===== config.mk =====
export PLATFORM = sky130hd
export DESIGN_NAME = genetico_eval_ctrl
export DESIGN_NICKNAME = d
export VERILOG_FILES = /design/src/rtl/genetico_eval_ctrl.sv
export SDC_FILE = /design/constraint.sdc
export NUM_CORES = 1
export LEC_CHECK = 0
export CORE_ASPECT_RATIO = 0.5
export CORE_MARGIN = 3
export CORE_UTILIZATION = 40
export DETAILED_ROUTE_END_ITERATION = 8
export GPL_TIMING_DRIVEN = 0
export HOLD_SLACK_MARGIN = 0.05
export PLACE_DENSITY_LB_ADDON = 0.1
export SLEW_MARGIN = 20
export SYNTH_ARGS = -nofsm -noshare
export SYNTH_HDL_FRONTEND = slang
export SYNTH_SLANG_ARGS = --single-unit

===== constraint.sdc =====
create_clock -name clk -period 6.35 [get_ports clk]
set_clock_uncertainty 0.15 [all_clocks]
set_input_delay 1.5875 -clock clk [delete_from_list [all_inputs] [get_ports clk]]
set_output_delay 1.5875 -clock clk [all_outputs]
set_load 0.05 [all_outputs]

===== src/rtl/genetico_eval_ctrl.sv =====
// Chromosome loader and exhaustive-evaluation sequencer for the genetico array.
// A serial chromosome is shifted into a flat config register that drives the
// array directly. On start, all 256 input vectors are swept and each array
// output is scored bitwise against a synchronous expected-output table.
module genetico_eval_ctrl #(
  parameter int unsigned N_LE      = 25,
  parameter int unsigned LE_CFG_W  = 15,
  parameter int unsigned N_OUT     = 8,
  parameter int unsigned OUT_SEL_W = 6
) (
  input  logic                          clk,
  input  logic                          rst_n,
  input  logic                          cfg_valid,
  input  logic                          cfg_bit,
  output logic                          cfg_ready,
  input  logic                          cfg_clear,
  input  logic                          start,
  output logic [N_LE*LE_CFG_W-1:0]      conf_les,
  output logic [N_OUT*OUT_SEL_W-1:0]    conf_outs,
  output logic [7:0]                    chrom_in,
  input  logic [7:0]                    chrom_out,
  output logic [7:0]                    exp_addr,
  input  logic [7:0]                    exp_data,
  output logic                          loaded,
  output logic                          busy,
  output logic                          done,
  output logic [11:0]                   fitness
);

  localparam int unsigned LES_BITS = N_LE * LE_CFG_W;
  localparam int unsigned CFG_BITS = LES_BITS + N_OUT * OUT_SEL_W;
  localparam int unsigned CNT_W    = $clog2(CFG_BITS + 1);
  localparam logic [CNT_W-1:0] LAST_CNT = CNT_W'(CFG_BITS - 1);

  typedef enum logic [2:0] {
    StIdle,
    StLoaded,
    StEval,
    StDrain,
    StDone
  } state_e;

  state_e              state_q;
  logic [CFG_BITS-1:0] cfg_q;
  logic [CNT_W-1:0]    cnt_q;
  logic [7:0]          vec_q;
  logic [7:0]          pipe_q;
  logic                cmp_valid_q;
  logic [11:0]         acc_q;
  logic [11:0]         fitness_q;
  logic                ready_q;
  logic                loaded_q;
  logic                busy_q;
  logic                done_q;

  logic                accept;
  logic [3:0]          match_cnt;
  logic [11:0]         acc_next;

  assign accept    = cfg_valid && ready_q;

  assign conf_les  = cfg_q[LES_BITS-1:0];
  assign conf_outs = cfg_q[CFG_BITS-1:LES_BITS];
  assign chrom_in  = vec_q;
  assign exp_addr  = vec_q;
  assign cfg_ready = ready_q;
  assign loaded    = loaded_q;
  assign busy      = busy_q;
  assign done      = done_q;
  assign fitness   = fitness_q;

  // Count bits where the pipelined array output agrees with the table entry.
  always_comb begin
    logic [7:0] agree;
    agree     = ~(pipe_q ^ exp_data);
    match_cnt = '0;
    for (int i = 0; i < 8; i++) begin
      match_cnt = match_cnt + {3'b0, agree[i]};
    end
    acc_next = acc_q + {8'b0, match_cnt};
  end

  // Config shift register: new bits enter at the top so the first bit ends at bit 0.
  always_ff @(posedge clk or negedge rst_n) begin
    if (!rst_n) begin
      cfg_q <= '0;
    end else if (cfg_clear) begin
      cfg_q <= '0;
    end else if (accept) begin
      cfg_q <= {cfg_bit, cfg_q[CFG_BITS-1:1]};
    end
  end

  // Load/evaluate sequencer with registered status outputs.
  always_ff @(posedge clk or negedge rst_n) begin
    if (!rst_n) begin
      state_q     <= StIdle;
      cnt_q       <= '0;
      vec_q       <= '0;
      pipe_q      <= '0;
      cmp_valid_q <= 1'b0;
      acc_q       <= '0;
      fitness_q   <= '0;
      ready_q     <= 1'b1;
      loaded_q    <= 1'b0;
      busy_q      <= 1'b0;
      done_q      <= 1'b0;
    end else if (cfg_clear) begin
      // Abandon everything except the last reported fitness.
      state_q     <= StIdle;
      cnt_q       <= '0;
      vec_q       <= '0;
      pipe_q      <= '0;
      cmp_valid_q <= 1'b0;
      acc_q       <= '0;
      ready_q     <= 1'b1;
      loaded_q    <= 1'b0;
      busy_q      <= 1'b0;
      done_q      <= 1'b0;
    end else begin
      done_q <= 1'b0;
      unique case (state_q)
        StIdle: begin
          if (accept) begin
            cnt_q <= cnt_q + 1'b1;
            if (cnt_q == LAST_CNT) begin
              state_q  <= StLoaded;
              ready_q  <= 1'b0;
              loaded_q <= 1'b1;
            end
          end
        end
        StLoaded: begin
          if (start) begin
            state_q     <= StEval;
            vec_q       <= '0;
            acc_q       <= '0;
            cmp_valid_q <= 1'b0;
            busy_q      <= 1'b1;
          end
        end
        StEval: begin
          // exp_data lags its address by one cycle, so compare against the
          // array output captured one cycle earlier.
          pipe_q      <= chrom_out;
          cmp_valid_q <= 1'b1;
          if (cmp_valid_q) begin
            acc_q <= acc_next;
          end
          if (vec_q == 8'hff) begin
            state_q <= StDrain;
          end else begin
            vec_q <= vec_q + 8'd1;
          end
        end
        StDrain: begin
          acc_q       <= acc_next;
          fitness_q   <= acc_next;
          cmp_valid_q <= 1'b0;
          done_q      <= 1'b1;
          state_q     <= StDone;
        end
        StDone: begin
          busy_q  <= 1'b0;
          state_q <= StLoaded;
        end
        default: begin
          state_q <= StIdle;
        end
      endcase
    end
  end

endmodule


Word level (Yosys, flattened, before mapping)
Cells that the tools add are included.

$add $sub $neg: 10. Mux-type cells: 37. Eq/ne operators: 12. Reductions and logical operators: 17. Bitwise gates (word level): 3.

Operators by type and width (count): 423-bit two-way mux (2); 8-bit two-way mux (5); 12-bit two-way mux (3); 12-bit one-hot mux with 3 select lines (1); 9-bit two-way mux (3); 3-bit != test (second input constant) (6); 4-bit by 1-bit adder with 4-bit output (4); 8-bit one-hot mux with 2 select lines (1); 3-bit two-way mux (5); 3-bit one-hot mux with 5 select lines (1); 1-bit two-way mux (14); 12-bit by 4-bit adder with 12-bit output (1); 9-bit by 1-bit adder with 9-bit output (second input constant) (1); 9-bit equality test (second input constant) (1); 3-bit AND reduction (3); 8-bit by 1-bit adder with 8-bit output (second input constant) (1); 8-bit equality test (second input constant) (1); 8-bit inverter (1); 2-bit AND reduction (4); 2-bit nonzero test (4); 8-bit bitwise XOR (1); 3-bit by 2-bit equality test with 1-bit output (second input constant) (2); 3-bit nonzero test (2); 3-bit by 1-bit adder with 4-bit output (1); 11 further kinds (11).

Logic and storage cells: 91. Output and inout bits: 455. Flip-flop bits (word level): 480. Bits of input ports: 22.

Logic depth before layout (Yosys ltp)
Word-level depth: 13. Mapped depth: 14. Gate-level depth less buffers: 14.

Least setup slack after synthesis
OpenSTA, ideal clock, no wires.

Path kind: input to register. Start: in exp_data[2]. End: reg fitness_q[6], in the netlist fitness[6]. Path slack: 1.471 ns. Setup time: 0.135 ns. Data arrival time: 4.594 ns. Path buffers: 0. Cell stages on the path: 14. Data required time: 6.065 ns. Cell sequence: xnor2_1 > fa_1 > inv_1 > fa_1 > inv_1 > fa_1 > fa_1 > inv_1 > fa_1 > nor2b_1 > o21ai_0 > a21oi_1 > xnor2_1 > o21ai_0.

Cells in the longest elaborated chain, start to end: 9.

Ends and longest elaborated chain: start: declaration (RTL line 23) `input logic [7:0] exp_data,`; 8-bit bitwise XOR (RTL line 75) `agree = ~(pipe_q ^ exp_data);`; 8-bit inverter (RTL line 75); 2-bit by 1-bit adder with 3-bit output (RTL line 78) `match_cnt = match_cnt + {3'b0, agree[i]};`; 3-bit by 1-bit adder with 4-bit output (RTL line 78); 4-bit by 1-bit adder with 4-bit output (4 in series) (RTL line 78); 12-bit by 4-bit adder with 12-bit output (RTL line 80) `acc_next = acc_q + {8'b0, match_cnt};`; end signal: assignment (RTL line 158) `fitness_q <= acc_next;`; end: declaration (RTL line 50) `logic [11:0] fitness_q;`.

No other way between the ends. A chain may end at the register's enable or synchronous reset.

Worst setup path after layout
Ends and elaborated chain as after synthesis.

==> flow_summary.yaml <==
logic_synthesis:
  synth_area_per_cell_um2: 9.090
  warnings_from_yosys: 0
  synth_cell_type_count: 52
  synth-async-reset-ratio_pct: 100.0
  synth-main-ff-cell: "sky130_fd_sc_hd__dfrtp_1"
  synth_seq_area_share_pct: 61.29
  synth-edff-count: 0
  synth_cells: 2156
  syn-cell-area_um2: 19600
  synth-seq-cells: 480
  net_count_after_synthesis: 2192
setup_path:
  critPathKind: "in -> reg"
  critPathRequiredTime_ns: 6.62
  critPathBufInv: 4
  worst_r2r_path_depth: 14
  cp-end-kind: "register"
  cp_top_family: "adder cells"
  cp_num_cells: 15
  cp_max_fo: 3
  critical_path.cell_chain: "clkdlybuf4s50_1, xnor2_1, fa_1, inv_1, fa_1, inv_1, fa_1, fa_1, inv_1, fa_1, nor2b_1, o21ai_0, a21oi_1, xnor2_1, o21ai_0"
  timing.critical_path.mode_cell: "sky130_fd_sc_hd__fa_1"
  arrival_ns: 5.34
  slowest_stage: "sky130_fd_sc_hd__fa_1"
  critical_path_source_type: "input pin"
  largest_stage_delay_on_the_critical_path_ns: 0.51
sta:
  rsz0062_at_grt: "no"
  timing_hold_violations_final: 0
  max_slew.worst_pin.slew_ns: 0.8647
  timing_max_transition_violations_final: 0
  postLayoutSetupSlackWorst_ns: 1.274
  final.period_utilization_pct: 79.94
  setup_violations: 0
  fmax_mhz: 197.0
  tns_setup_ns: 0
  hold_ws_ns: 0.3319
  layout_min_cycle_time_ns: 5.076
  remaining_max_slew_budget_at_the_tightest_pin_pct: 42.36
layout:
  final_layout_size_suffix_gt1_share_pct: 5.412
  syn2layout_area_growth_pct: 37.00
  layout.core_utilization_pct: 56.36
  finalInstanceArea_um2: 26850
  layout.cells.most_common_list: "sky130_fd_sc_hd__nand2_1 (888), sky130_fd_sc_hd__dfrtp_1 (479), sky130_fd_sc_hd__clkdlybuf4s50_1 (474)"
  num-nets-final: 2719
  layout_commonest_cell: "sky130_fd_sc_hd__nand2_1"
clocking:
  post-cts-setup-buffers: 0
  htree_levels: 2
  tritoncts.num_buffers: 45
  clock_root_buffer: "sky130_fd_sc_hd__clkbuf_16"
  cts.repair.resized: 0
  clock_tree.buffer_depth: 3
  path_clk_slew_ns: 0.07
  clock_insertion_delay_worst_skew_ns: 0.55
  clock_sinks: 480
  holdBufCountCts: 0
  cts_tree: "built"
pwr:
  sequentialPowerShare_pct: 46.5
  p_int_mw: 5.002
  leakagePower_nw: 10.87
  netSwitchingFraction_pct: 25.80
  power_density_nw_per_um2: 251.1
  vdd_drop_max_mv: 0.1827
  comb_power_share_pct: 10.8
  net_switching_power_of_the_design_mw: 1.739
  p_clk_share_pct: 42.7
min_path:
  whs_path_depth: 2
  timing.hold.worst.class: "reg -> reg"
placement:
  detailedPlace.worstSlack_ns: 0.7172
  gp_congestion: 0.8008
  detailed_place.area_um2: 25290
  io_buffers: 475
  place.detailed.hpwl_um: 40310
routing:
  via_count: 16653
  route.detailed.vias_per_inst: 4.964
  drcViolationCount: 0
  drt.antenna.violating_nets: 0
  dr.first_iter.drc_count: 1224
  routedWlPerCell_um: 17.11
  drt-pass1-iter-count: 5
  drt-total-wl_um: 57400
global_route:
  grt_pass1_vias: 16117
  grt_start_max_net_pins: 96
  globalRouteOverflowTotal: 0
  antenna_found_initial: 1
  grt_first_pass_wirelength_um: 90940
  grtUsageTotal_pct: 21.68
run:
  drv_cap: 0
floorplanning:
  fp-row-count: 56
  die_ar_um2: 51850
  initial_core_util_pct: 41.13
  ports: 477
  die_width_um: 319.0
  design.core.area_um2: 47650
  die_height_um: 162.5
outcome:
  status: "complete, no violations"
power groups by stage:
stage / Sequential, mW / Combinational, mW / Clock [mW]
floorplan: 3.24 / 0.408 / 0
global placement: 3.20 / 0.715 / 0
detailed placement: 3.19 / 0.736 / 0
CTS: 3.14 / 0.741 / 2.96
global route: 3.14 / 0.818 / 3.09
finish: 3.14 / 0.730 / 2.88
final timing paths:
| kind | startpoint | slack, ns | endpoint |
|---|---|---|---|
| worst min register to register | fitness[4] | 0.33 | fitness[4] |
| worst min-delay path | fitness[4] | 0.33 | fitness[4] |
| min in group asynchronous | rst_n | 0.85 | cfg_q[127] |
| worst max register to register | pipe_q[2] | 2.36 | fitness[6] |
| worst max-delay path | exp_data[2] | 1.27 | fitness[6] |
| max in group asynchronous | rst_n | 3.88 | cfg_q[19] |
area by class of cell:
type / instances / area, um^2
clock inverter: 16 / 214.0
fill: 4331 / 20790
inverter: 13 / 48.80
tap: 638 / 798.3
clock buffer: 64 / 1340
antenna: 1 / 2.502
multi-input combinational: 1503 / 6827
sequential: 480 / 12010
timing repair buffer: 480 / 4897
buffer: 160 / 710.7
per-stage QoR:
step	power (mW)	cells
5_1_grt	7.047	3355
2_1_floorplan	3.651	2156
3_5_place_dp	3.929	3274
4_1_cts	6.833	3354
6_report	6.741	3355
3_3_place_gp	3.915	3269
logic make-up after synthesis:
group	synth area share, %
adder cells (fa/ha/maj)	1.085
AND/OR/NAND/NOR	18.97
flip-flops	61.29
multiplexers	0.05745
buffers and inverters	3.875
XOR/XNOR	1.207
AO/OA/AOI/OAI	13.52
synthesized netlist by cell type, types with 5 or more instances:
master / number / area share, %
sky130_fd_sc_hd__fa_1: 5 / 0.51
sky130_fd_sc_hd__ha_1: 9 / 0.57
sky130_fd_sc_hd__nor2_1: 21 / 0.40
sky130_fd_sc_hd__a31oi_1: 5 / 0.16
sky130_fd_sc_hd__o21ai_0: 27 / 0.69
sky130_fd_sc_hd__nand3_1: 9 / 0.23
sky130_fd_sc_hd__nand4_1: 7 / 0.22
sky130_fd_sc_hd__and3_1: 6 / 0.19
sky130_fd_sc_hd__dfrtp_1: 479 / 61
sky130_fd_sc_hd__buf_1: 18 / 0.34
sky130_fd_sc_hd__a21oi_1: 442 / 11
sky130_fd_sc_hd__xnor2_1: 10 / 0.45
sky130_fd_sc_hd__a22o_1: 8 / 0.36
sky130_fd_sc_hd__o31ai_1: 6 / 0.23
sky130_fd_sc_hd__inv_1: 13 / 0.25
sky130_fd_sc_hd__clkbuf_1: 86 / 1.6
sky130_fd_sc_hd__buf_4: 11 / 0.42
sky130_fd_sc_hd__o21ai_1: 5 / 0.13
sky130_fd_sc_hd__buf_2: 43 / 1.1
sky130_fd_sc_hd__xor2_1: 17 / 0.76
sky130_fd_sc_hd__nand2_1: 888 / 17
sequential cells by signal (all words and copies together), names as in the netlist:
name / count
acc_q: 12
busy: 1
cfg_q: 423
cfg_ready: 1
chrom_in: 8
cmp_valid_q: 1
cnt_q: 9
done: 1
fitness: 12
loaded: 1
pipe_q: 8
state_q: 3
tightest hold or removal path: cells and delay by family, from the launching register on:
| kind | cells | cell delay [ns] |
|---|---|---|
| AOI/OAI and AO/OA | 1 | 0.06 |
| DFF | 1 | 0.34 |
| and+or+nand+nor | 1 | 0.05 |
routing by layer:
metal / GRT usage [%] / wire length, um / share of wire [%]
met5: 0 / 0 / 0
met4: 7.799 / 2167 / 3.8
met3: 4.073 / 2465 / 4.3
met2: 36.89 / 28270 / 49
met1: 27.96 / 24500 / 43
No activity file was read; power rests on OpenSTA's default activity.
==> RTL change 1: new RTL, same flow settings <==
Add an input register stage for `cfg_valid`, `cfg_bit` and `cfg_clear`; this delays them by one clock. The other inputs are not delayed to match.
--- a/src/rtl/genetico_eval_ctrl.sv
+++ b/src/rtl/genetico_eval_ctrl.sv
@@ -40,6 +40,16 @@
     StDone
   } state_e;
 
+  logic cfg_valid_q;
+  logic cfg_bit_q;
+  logic cfg_clear_q;
+
+  always_ff @(posedge clk) begin
+    cfg_valid_q <= cfg_valid;
+    cfg_bit_q   <= cfg_bit;
+    cfg_clear_q <= cfg_clear;
+  end
+
   state_e              state_q;
   logic [CFG_BITS-1:0] cfg_q;
   logic [CNT_W-1:0]    cnt_q;
@@ -57,7 +67,7 @@
   logic [3:0]          match_cnt;
   logic [11:0]         acc_next;
 
-  assign accept    = cfg_valid && ready_q;
+  assign accept    = cfg_valid_q && ready_q;
 
   assign conf_les  = cfg_q[LES_BITS-1:0];
   assign conf_outs = cfg_q[CFG_BITS-1:LES_BITS];
@@ -84,10 +94,10 @@
   always_ff @(posedge clk or negedge rst_n) begin
     if (!rst_n) begin
       cfg_q <= '0;
-    end else if (cfg_clear) begin
+    end else if (cfg_clear_q) begin
       cfg_q <= '0;
     end else if (accept) begin
-      cfg_q <= {cfg_bit, cfg_q[CFG_BITS-1:1]};
+      cfg_q <= {cfg_bit_q, cfg_q[CFG_BITS-1:1]};
     end
   end
 
@@ -105,7 +115,7 @@
       loaded_q    <= 1'b0;
       busy_q      <= 1'b0;
       done_q      <= 1'b0;
-    end else if (cfg_clear) begin
+    end else if (cfg_clear_q) begin
       // Abandon everything except the last reported fitness.
       state_q     <= StIdle;
       cnt_q       <= '0;
Function: changed (a bounded check fails within 4 cycles, from zero or initial values and one cycle with rst_n low).
==> RTL change 1 against the unedited design <==
  * Final cell count up 0.66%
  * Critical endpoint is now fitness[10]
  * Synthesized area up 1.2%
  * Worst hold slack worse by 0.051 ns
  * Routed wire length down 1.5%
  * Sequential cell count up 3
  * Critical path depth unchanged
  * Setup slack worse by 0.21 ns
  * Highest routed layer unchanged
  * Design area up 0.77%
Power is not compared: it rests on default switching activity, and its combinational part moved more than twofold at a synthesized area within 25%.
==> RTL change 1: results (changes against the unedited design) <==
[clock_tree]
ctsResizeCount=0  ; unchanged
cts_buffers=44  ; was 45
cts_max_level=2  ; unchanged
ctsLongestPathBuffers=3  ; unchanged
clock_latency_ns=0.56
path_clk_slew_ns=0.06
root_buffer=clkbuf_16  ; unchanged

[critical_path]
slowest_delay_ns=0.53  ; was 0.51 ns
rrSetupSlack_ns=2.11  ; was 2.36 ns
critPathTopFamily=adder cells  ; unchanged
cp-start-kind=input pin  ; unchanged
worstSetupEndpoint=fitness[10]  ; was fitness[6]
critPathArrivalTime_ns=5.62  ; was 5.34 ns
r2r.worst_path.cells=14  ; unchanged
cp_slowest_cell=or4_1  ; was fa_1
cp_max_fo=9  ; was 3
critPathLaunch=exp_data[2]  ; unchanged
reg2reg_from=pipe_q[2]  ; unchanged

[logic_synthesis]
synth_area_leaders=dfrtp_1 (60%), nand2_1 (17%), a21oi_1 (11%)  ; was dfrtp_1 (61%), nand2_1 (17%), a21oi_1 (11%)
synth_compound_area_share_pct=13.7  ; was 13.5%
synth-xor-area-share_pct=0.707  ; was 1.21%
yosys-top-cells-count=nand2_1 (876), dfrtp_1 (479), a21oi_1 (439), clkbuf_1 (103), buf_2 (38)  ; was nand2_1 (888), dfrtp_1 (479), a21oi_1 (442), clkbuf_1 (86), buf_2 (43)
ys_types=64  ; was 52
yosys_warnings=0  ; unchanged
synthAdderAreaFrac_pct=1.07  ; was 1.09%
synth.area.mux_share_pct=0.681  ; was 0.0575%
synth-async-reset-ratio_pct=99.4  ; was 100%
ys_seq_area_share_pct=60.9  ; was 61.3%

[placed_design]
hpwl_um=40000  ; was 40300 um
port_buffers=476  ; was 475
gp_congestion=0.832  ; was 0.801

[final_layout]
antenna_cells=0  ; was 1
final_nets=2742  ; was 2719
drive_above_1_share_pct=5.15  ; was 5.41%

[timing]
fmax_mhz=189  ; was 197 MHz
slew_headroom_pct=52.0  ; was 42.4%

[global_routing]
met1_usage_pct=27.1  ; was 28.0%
met2_usage_pct=35.5  ; was 36.9%
grt_pass1_wl_um=89100  ; was 90900 um
grt_max_degree=94  ; was 96
grt_use_met3_pct=3.57  ; was 4.07%
track_usage_pct=21.0  ; was 21.7%
grt_antenna_before_repair=0  ; was 1
first_global_vias=16000  ; was 16.1k

[outcome]
status=completed  ; unchanged

[power]
ir_worst_vdd_mv=0.191
power_leakage_nw=10.9
combPwrFrac_pct=5.1
clk-power_mw=2.82
power_mw=6.23

[min_path]
min_to=cfg_q[422]  ; was fitness[4]
holdPathStages=2  ; unchanged
hold_start=cfg_bit_q  ; was fitness[4]

[routing]
wl_um=56500  ; was 57400 um
via_count=16800  ; was 16.7k
drt_iter0_markers=1234  ; was 1224

[job]
drv_cap=0  ; unchanged

## RTL change 1: per-stage QoR
step	cells	hold slack, ns	setup WS (ns)	cell area (um2)
2_1_floorplan	2179	0.262	1.18	19800
3_3_place_gp	3293	0.264	-18.84	25400
3_5_place_dp	3298	0.278	0.498	25500
4_1_cts	3377	0.287	1.09	27100
5_1_grt	3377	0.305	0.941	27100
6_report	3377	0.281	1.07	27100
## RTL change 1: routing by layer
metal	vias to the layer above	routed length, um	part of all wire [%]
met1	8132	23700	42
met4	0	2450	4.3
met2	362	27900	49
met5	-	0	0
li1	8178	-	-
met3	114	2460	4.4
## RTL change 1: layout make-up
type / count / area [um2]
Clock buffer: 60 / 1290
Fill cell: 4402 / 20900
Sequential cell: 483 / 12100
Buffer: 163 / 697
Timing Repair Buffer: 481 / 4910
Inverter: 16 / 60.1
Clock inverter: 19 / 225
Tap cell: 638 / 798
Multi-Input combinational cell: 1517 / 7000
==> RTL change 2: new RTL, config.mk and constraints unchanged <==
Without the edit above. Change the parameter `LE_CFG_W` from 15 to 30.
--- a/src/rtl/genetico_eval_ctrl.sv
+++ b/src/rtl/genetico_eval_ctrl.sv
@@ -4,7 +4,7 @@
 // output is scored bitwise against a synchronous expected-output table.
 module genetico_eval_ctrl #(
   parameter int unsigned N_LE      = 25,
-  parameter int unsigned LE_CFG_W  = 15,
+  parameter int unsigned LE_CFG_W  = 30,
   parameter int unsigned N_OUT     = 8,
   parameter int unsigned OUT_SEL_W = 6
 ) (
Ports: changed (resized conf_les); port bits go from 477 to 852. The function was not compared with the original's and may differ.
==> RTL change 2 against the unedited design <==
  * Design area rose by 75%
  * Sequential cell count rose by 376
  * Critical path depth did not move
  * Synthesized area rose by 75%
  * Utilization fell by 0.65 points
  * Setup slack got worse by 0.15 ns
  * Fmax fell by 2.9%
  * Routed wire length rose by 99%
  * Power rose by 63%
  * Sequential power rose by 74%
  * Highest routed layer unchanged
==> RTL change 2: results (changes against the unedited design) <==
[critical_path]
reg2reg_to=fitness[10]  ; was fitness[6]
cp_max_fo=9  ; was 3
rrSetupSlack_ns=2.12  ; was 2.36 ns

[final_layout]
final_nets=4768  ; was 2719
drive_above_1_share_pct=4.53  ; was 5.41%
antenna_cells=0  ; was 1
largest_reg_flops=798  ; was 423
nFillCells=7573  ; was 4331

[logic_synthesis]
ys_seq_area_share_pct=62.5  ; was 61.3%
ys_types=51  ; was 52
yosys-top-cells-count=nand2_1 (1627), dfrtp_1 (855), a21oi_1 (813), clkbuf_1 (199), buf_2 (70)  ; was nand2_1 (888), dfrtp_1 (479), a21oi_1 (442), clkbuf_1 (86), buf_2 (43)

[timing]
hold_ws_ns=0.325  ; was 0.332 ns
slew_headroom_pct=39.6  ; was 42.4%

[placed_design]
port_buffers=850  ; was 475
hpwl_um=84300  ; was 40300 um
gp_congestion=0.850  ; was 0.801

[routing]
drt_iter0_markers=2413  ; was 1224
wl_per_cell_um=19.3  ; was 17.1 um
vias_per_cell=5.01  ; was 4.96

[power]
power_leakage_nw=18.9  ; was 10.9 nW
ir_worst_vdd_mv=0.181  ; was 0.183 mV
p_switching_mw=2.61  ; was 1.74 mW

[global_routing]
grt_antenna_before_repair=3  ; was 1
track_usage_pct=25.0  ; was 21.7%
first_global_vias=28300  ; was 16.1k

[clock_tree]
cts_buffers=80  ; was 45

[outcome]
status=completed  ; unchanged

[min_path]
hold_start=fitness[6]  ; was fitness[4]
min_to=fitness[6]  ; was fitness[4]

[RTL change 2: kinds of logic (layout without fill, tap and decap cells)]
logic type      count (synthesis)  in the layout  share of synthesized area [%]
xor+xnor                       17             17                          0.435
compound gates                890            890                           13.5
simple gates                 1708           1708                           19.1
buf+inv                       306           1305                           3.71
flops                         856            856                           62.5
mux                             3              3                         0.0986
fa+ha+maj                      14             14                          0.621
[RTL change 2: power groups by stage]
stage / Clock (mW) / Combinational (mW) / Sequential [mW]
CTS: 5.11 / 0.552 / 5.47
detailed placement: 0 / 0.551 / 5.57
global route: 5.35 / 0.609 / 5.46
global placement: 0 / 0.532 / 5.59
finish: 4.97 / 0.541 / 5.47
floorplan: 0 / 0.252 / 5.59
[RTL change 2: metal layers]
metal  wire, um  share of wire, %  GRT usage [%]
met1      44500                39           29.8
met2      58800                52           43.8
met3       4860               4.3           4.97
met4       6030               5.3           11.6
met5          0                 0              0
[RTL change 2: metrics by stage]
stage / instance area [um2] / instances / setup WS (ns) / utilization, % / total power, mW
floorplan: 34300 / 3794 / 1.19 / - / 5.84
finish: 47000 / 5909 / 1.12 / 55.7 / 11.0
global route: 47000 / 5909 / 0.993 / 55.7 / 11.4
detailed placement: 44300 / 5766 / 0.459 / 52.6 / 6.12
CTS: 47000 / 5909 / 1.17 / 55.7 / 11.1
global placement: 44200 / 5760 / -35.94 / 52.3 / 6.12
[RTL change 2: area by class of cell]
cell class / count / area share (%)
Clock inverter: 17 / 0.426
Clock buffer: 126 / 5.21
Inverter: 14 / 0.112
Timing Repair Buffer: 856 / 18.5
Buffer: 292 / 2.59
Sequential cell: 856 / 45.6
Multi-Input combinational cell: 2632 / 24.6
Tap cell: 1116 / 2.97
[RTL change 2: worst max path at each step]
stage	cells after the start	from	end	slack, ns
2_1_floorplan	14	exp_data[2]	fitness[10]	1.19
3_3_place_gp	1	rst_n	cfg_q[111]	-35.94
3_5_place_dp	15	exp_data[2]	fitness[10]	0.46
4_1_cts	15	exp_data[2]	fitness[10]	1.17
5_1_grt	15	exp_data[2]	fitness[10]	0.99
6_report	15	exp_data[2]	fitness[10]	1.12
[RTL change 2: worst max-delay path, cell delays in order]
cell             delay (ns)
clkdlybuf4s50_1        0.45
xnor2_1                0.16
fa_1                   0.50
inv_1                  0.06
fa_1                   0.47
inv_1                  0.05
fa_1                   0.49
fa_1                   0.21
inv_1                  0.08
fa_1                   0.46
nand2b_1               0.20
a21o_1                 0.16
buf_1                  0.21
or3_1                  0.38
a31oi_1                0.16
